--- src/rtl/vga_timing_counter.sv ---
// vga_timing_counter: pixel-enable divider plus raster h/v counters with
// line/vblank/frame event pulses and a free-running frame counter.
module vga_timing_counter #(
    parameter int DIV     = 4,
    parameter int H_TOTAL = 800,
    parameter int V_TOTAL = 525,
    parameter int VD      = 480
) (
    input  logic        clk,
    input  logic        rst_n,
    input  logic        en,
    output logic [9:0]  h_count,
    output logic [9:0]  v_count,
    output logic        pixel_tick,
    output logic        line_end,
    output logic        vblank_start,
    output logic        frame_end,
    output logic [15:0] frame_count
);
    localparam int DW = (DIV > 1) ? $clog2(DIV) : 1;

    logic [DW-1:0] div_cnt_q, div_cnt_d;
    logic [9:0]    h_count_q, h_count_d;
    logic [9:0]    v_count_q, v_count_d;
    logic [15:0]   frame_count_q, frame_count_d;

    always_comb begin
        // Gating with rst_n keeps the DIV=1 tick quiet while reset is held.
        pixel_tick    = rst_n && en && (div_cnt_q == DW'(DIV - 1));
        line_end      = pixel_tick && (h_count_q == 10'(H_TOTAL - 1));
        vblank_start  = line_end && (v_count_q == 10'(VD - 1));
        frame_end     = line_end && (v_count_q == 10'(V_TOTAL - 1));
        div_cnt_d     = en ? ((div_cnt_q == DW'(DIV - 1)) ? '0 : div_cnt_q + DW'(1)) : div_cnt_q;
        h_count_d     = pixel_tick ? (line_end ? '0 : h_count_q + 10'd1) : h_count_q;
        v_count_d     = line_end ? (frame_end ? '0 : v_count_q + 10'd1) : v_count_q;
        frame_count_d = frame_end ? frame_count_q + 16'd1 : frame_count_q;
    end

    always_ff @(posedge clk or negedge rst_n) begin
        if (!rst_n) begin
            div_cnt_q     <= '0;
            h_count_q     <= '0;
            v_count_q     <= '0;
            frame_count_q <= '0;
        end else begin
            div_cnt_q     <= div_cnt_d;
            h_count_q     <= h_count_d;
            v_count_q     <= v_count_d;
            frame_count_q <= frame_count_d;
        end
    end

    assign h_count     = h_count_q;
    assign v_count     = v_count_q;
    assign frame_count = frame_count_q;
endmodule

--- config.mk ---
export PLATFORM = sky130hd
export DESIGN_NAME = vga_timing_counter
export DESIGN_NICKNAME = d
export VERILOG_FILES = /design/src/rtl/vga_timing_counter.sv
export SDC_FILE = /design/constraint.sdc
export NUM_CORES = 1
export LEC_CHECK = 0
export ABC_AREA = 1
export CORE_MARGIN = 4
export CORE_UTILIZATION = 40
export CTS_CLUSTER_SIZE = 30
export DETAILED_ROUTE_END_ITERATION = 16
export HOLD_SLACK_MARGIN = 0.02
export SKIP_CTS_REPAIR_TIMING = 1
export SYNTH_ARGS = -nofsm -noshare
export SYNTH_HDL_FRONTEND = slang
export SYNTH_SLANG_ARGS = --single-unit
--- constraint.sdc ---
create_clock -name clk -period 3.1 [get_ports clk]
set_input_delay 0.93 -clock clk [delete_from_list [all_inputs] [get_ports clk]]
set_output_delay 0.93 -clock clk [all_outputs]
set_load 0.005 [all_outputs]
==> run_results.csv <==
group,metric,value,unit
drt,detail_route.iter0.violations,123,
synthesis,ys_seq_elements,38,
clocking,clock_latency,0.29,ns
setup_path,crit_type,"in2out",
global_route,track_usage,0.168,
clocking,clockRootBuffer,"clkbuf_8",
clocking,clk_path_buf_depth,2,
final_layout,area_growth,30.2,%
drt,route.detailed.drc,0,
setup_path,start_kind,"input port",
timing,whs,0.491,ns
synthesis,synth_area_leader_cell,"dfrtp_1",
synthesis,synth_area,2280,µm²
timing,slew_viol_final,0,
clocking,htree_levels,2,
placed_design,pre_cts_slack,-0.386,ns
worst_hold_path,min-delay-path-class,"reg2reg",
global_route,grt.overflow.total,0,
global_route,grt_max_degree,39,
final_layout,fin_nets,375,
placed_design,place_congestion,0.846,
synthesis,synth_nets,314,
synthesis,synth_cells,306,
timing,fmax,336,MHz
final_layout,diodes,0,
flow_run,max_cap_viol_count,0,
clocking,cts_tree,"done",
setup_path,crit_chain,"buf_2 > nand3_4 > clkinv_4 > nand2_4 > nor2_4 > buf_4 > clkdlybuf4s50_1",
setup_path,cp.arrival,2.05,ns
die,num_rows,27,
drt,wirelength,5300,µm
placed_design,port_buffers,42,
pwr,leakage,1.45,nW
global_route,grt_pass1_wl,9630,µm
final_layout,final_area,2970,µm²
placed_design,place_hpwl,4000,µm
pwr,vdd_drop_max,0.000253,V
die,pin_count,43,
die,die_h,83.6,µm
timing,worstMarginPinSlew,0.489,ns
global_route,grt_pass1_vias,2037,
timing,period_minus_slack,2.98,ns
drt,post_drt_wl_per_cell,12.1,µm
timing,setup_ws,0.123,ns
synthesis,synth_top_area_share,0.416,
drt,vias,2089,
setup_path,cp_num_buf_inv,4,
die,core-area,5510,µm²
status,status,"complete, no violations",
synthesis,synth_cell_type_count,28,
clocking,path_clk_slew,0.07,ns
synthesis,ys_top_cells_by_area,"dfrtp_1 42%, nand2_1 14%, nand3_1 6.8%, inv_1 6.4%, nor2_1 6.1%",
timing,maxSlewHeadroom,0.674,
clocking,cts_buffers,5,
die,die_x,83.6,µm
drt,vias_per_cell,4.76,
global_route,antenna_found_initial,0,
drt,ant_nets,0,
setup_path,critPathMaxFanout,3,
synthesis,yosysSeqAreaShare,0.416,
timing,fin_crit_sh,0.960,
die,start_util,0.415,
setup_path,end_kind,"output port",
timing,hold_viol,0,
placed_design,placed_area,2870,µm²
setup_path,critical-path-top-delay-family,"buffers and inverters",
setup_path,critical_path.max_stage_delay,0.49,ns
setup_path,cp.required,2.17,ns
timing,setup_viol,0,
pwr,finalPower,1.08,mW
synthesis,syn-mean-instance-area,7.46,µm²
clocking,cts.sinks,38,
drt,drt-pass1-iter-count,4,
timing,fin_skew,0.00548,ns
setup_path,cp_slowest_cell,"clkdlybuf4s50_1",
synthesis,ys_warn_count,0,
timing,rsz0062_at_grt,"no",
die,die-area,6980,µm²
final_layout,drive_gt1_frac,0.120,
pwr,power.density,364,nW/µm²
## logic make-up after synthesis
kind of cell | share of synthesized area
xor+xnor | 0.0307
compound gates | 0.0647
mux | 0.00493
flops | 0.416
fa+ha+maj | 0.0274
simple gates | 0.370
buf+inv | 0.0860
## registers in the layout, summed over array words and instances (netlist names)
name / flops
frame_count: 16
h_count: 10
v_count: 10
div_cnt_q: 2
## area by class of cell
class | instances | area (µm²)
Clock buffer | 7 | 76.3
Fill cell | 528 | 2530
Inverter | 43 | 174
Multi-Input combinational cell | 223 | 1150
Sequential cell | 38 | 951
Tap cell | 72 | 90.1
Timing Repair Buffer | 56 | 533
## where the power goes
group | internal (mW) | total, mW | switching (mW) | leakage [nW]
combinational | 0.0960 | 0.180 | 0.0841 | 0.950
sequential | 0.534 | 0.572 | 0.0385 | 0.459
clock | 0.155 | 0.330 | 0.175 | 0.0383
total | 0.785 | 1.08 | 0.298 | 1.45
## synthesized netlist by cell type, drive strengths merged
cell type	number
a21oi	6
buf	2
clkinv	3
dfrtp	38
ha	5
inv	40
mux2	1
nand2	90
nand3	33
nand3b	1
nand4	12
nor2	43
nor3	2
o21ai	22
xnor2	3
xor2	5
## placed cells by master, fill, tap and decap left out, types with 6 or more instances in the layout
cell type        count
nand3_1             30
a21oi_1              6
dfrtp_1             38
nand2_1             86
o21ai_0             18
inv_1               39
nor2_1              36
nand4_1             10
buf_4               13
clkdlybuf4s50_1     38
## worst register-to-register path, cell delays in order, from the launching register on
cell     delay, ns
dfrtp_1       0.41
ha_2          0.22
nand2_2       0.08
nor2_4        0.16
nand2_4       0.07
nor2_4        0.15
buf_12        0.12
nand2_4       0.05
buf_4         0.17
o21ai_0       0.14
nand2_1       0.06
## worst paths after layout
path	slack, ns	to	cells after the start	startpoint
setup / recovery	0.12	line_end	7	rst_n
hold / removal	0.49	div_cnt_q[0]	1	div_cnt_q[0]
setup reg to reg	1.36	frame_count[7]	10	h_count[0]
hold reg to reg	0.49	div_cnt_q[0]	1	div_cnt_q[0]
max in group asynchronous	2.02	frame_count[15]	2	rst_n
min in group asynchronous	0.74	h_count[3]	2	rst_n
## stage by stage
step,TNS [ns],util,std cells
final,0,0.540,439
after detailed placement,-1.18,0.521,430
after global routing,0,0.540,439
after CTS,-1.21,0.535,437
after global placement,-1.15,0.521,430
after floorplan,0,-,306
## layer usage
metal | global-route usage | up-vias | part of all wire
met3 | 0.0306 | 8 | 0.037
li1 | - | 1095 | -
met2 | 0.259 | 38 | 0.44
met4 | 0.0614 | 0 | 0.018
met5 | 0 | - | 0
met1 | 0.235 | 948 | 0.51
Power figures use the tool's default switching activity.
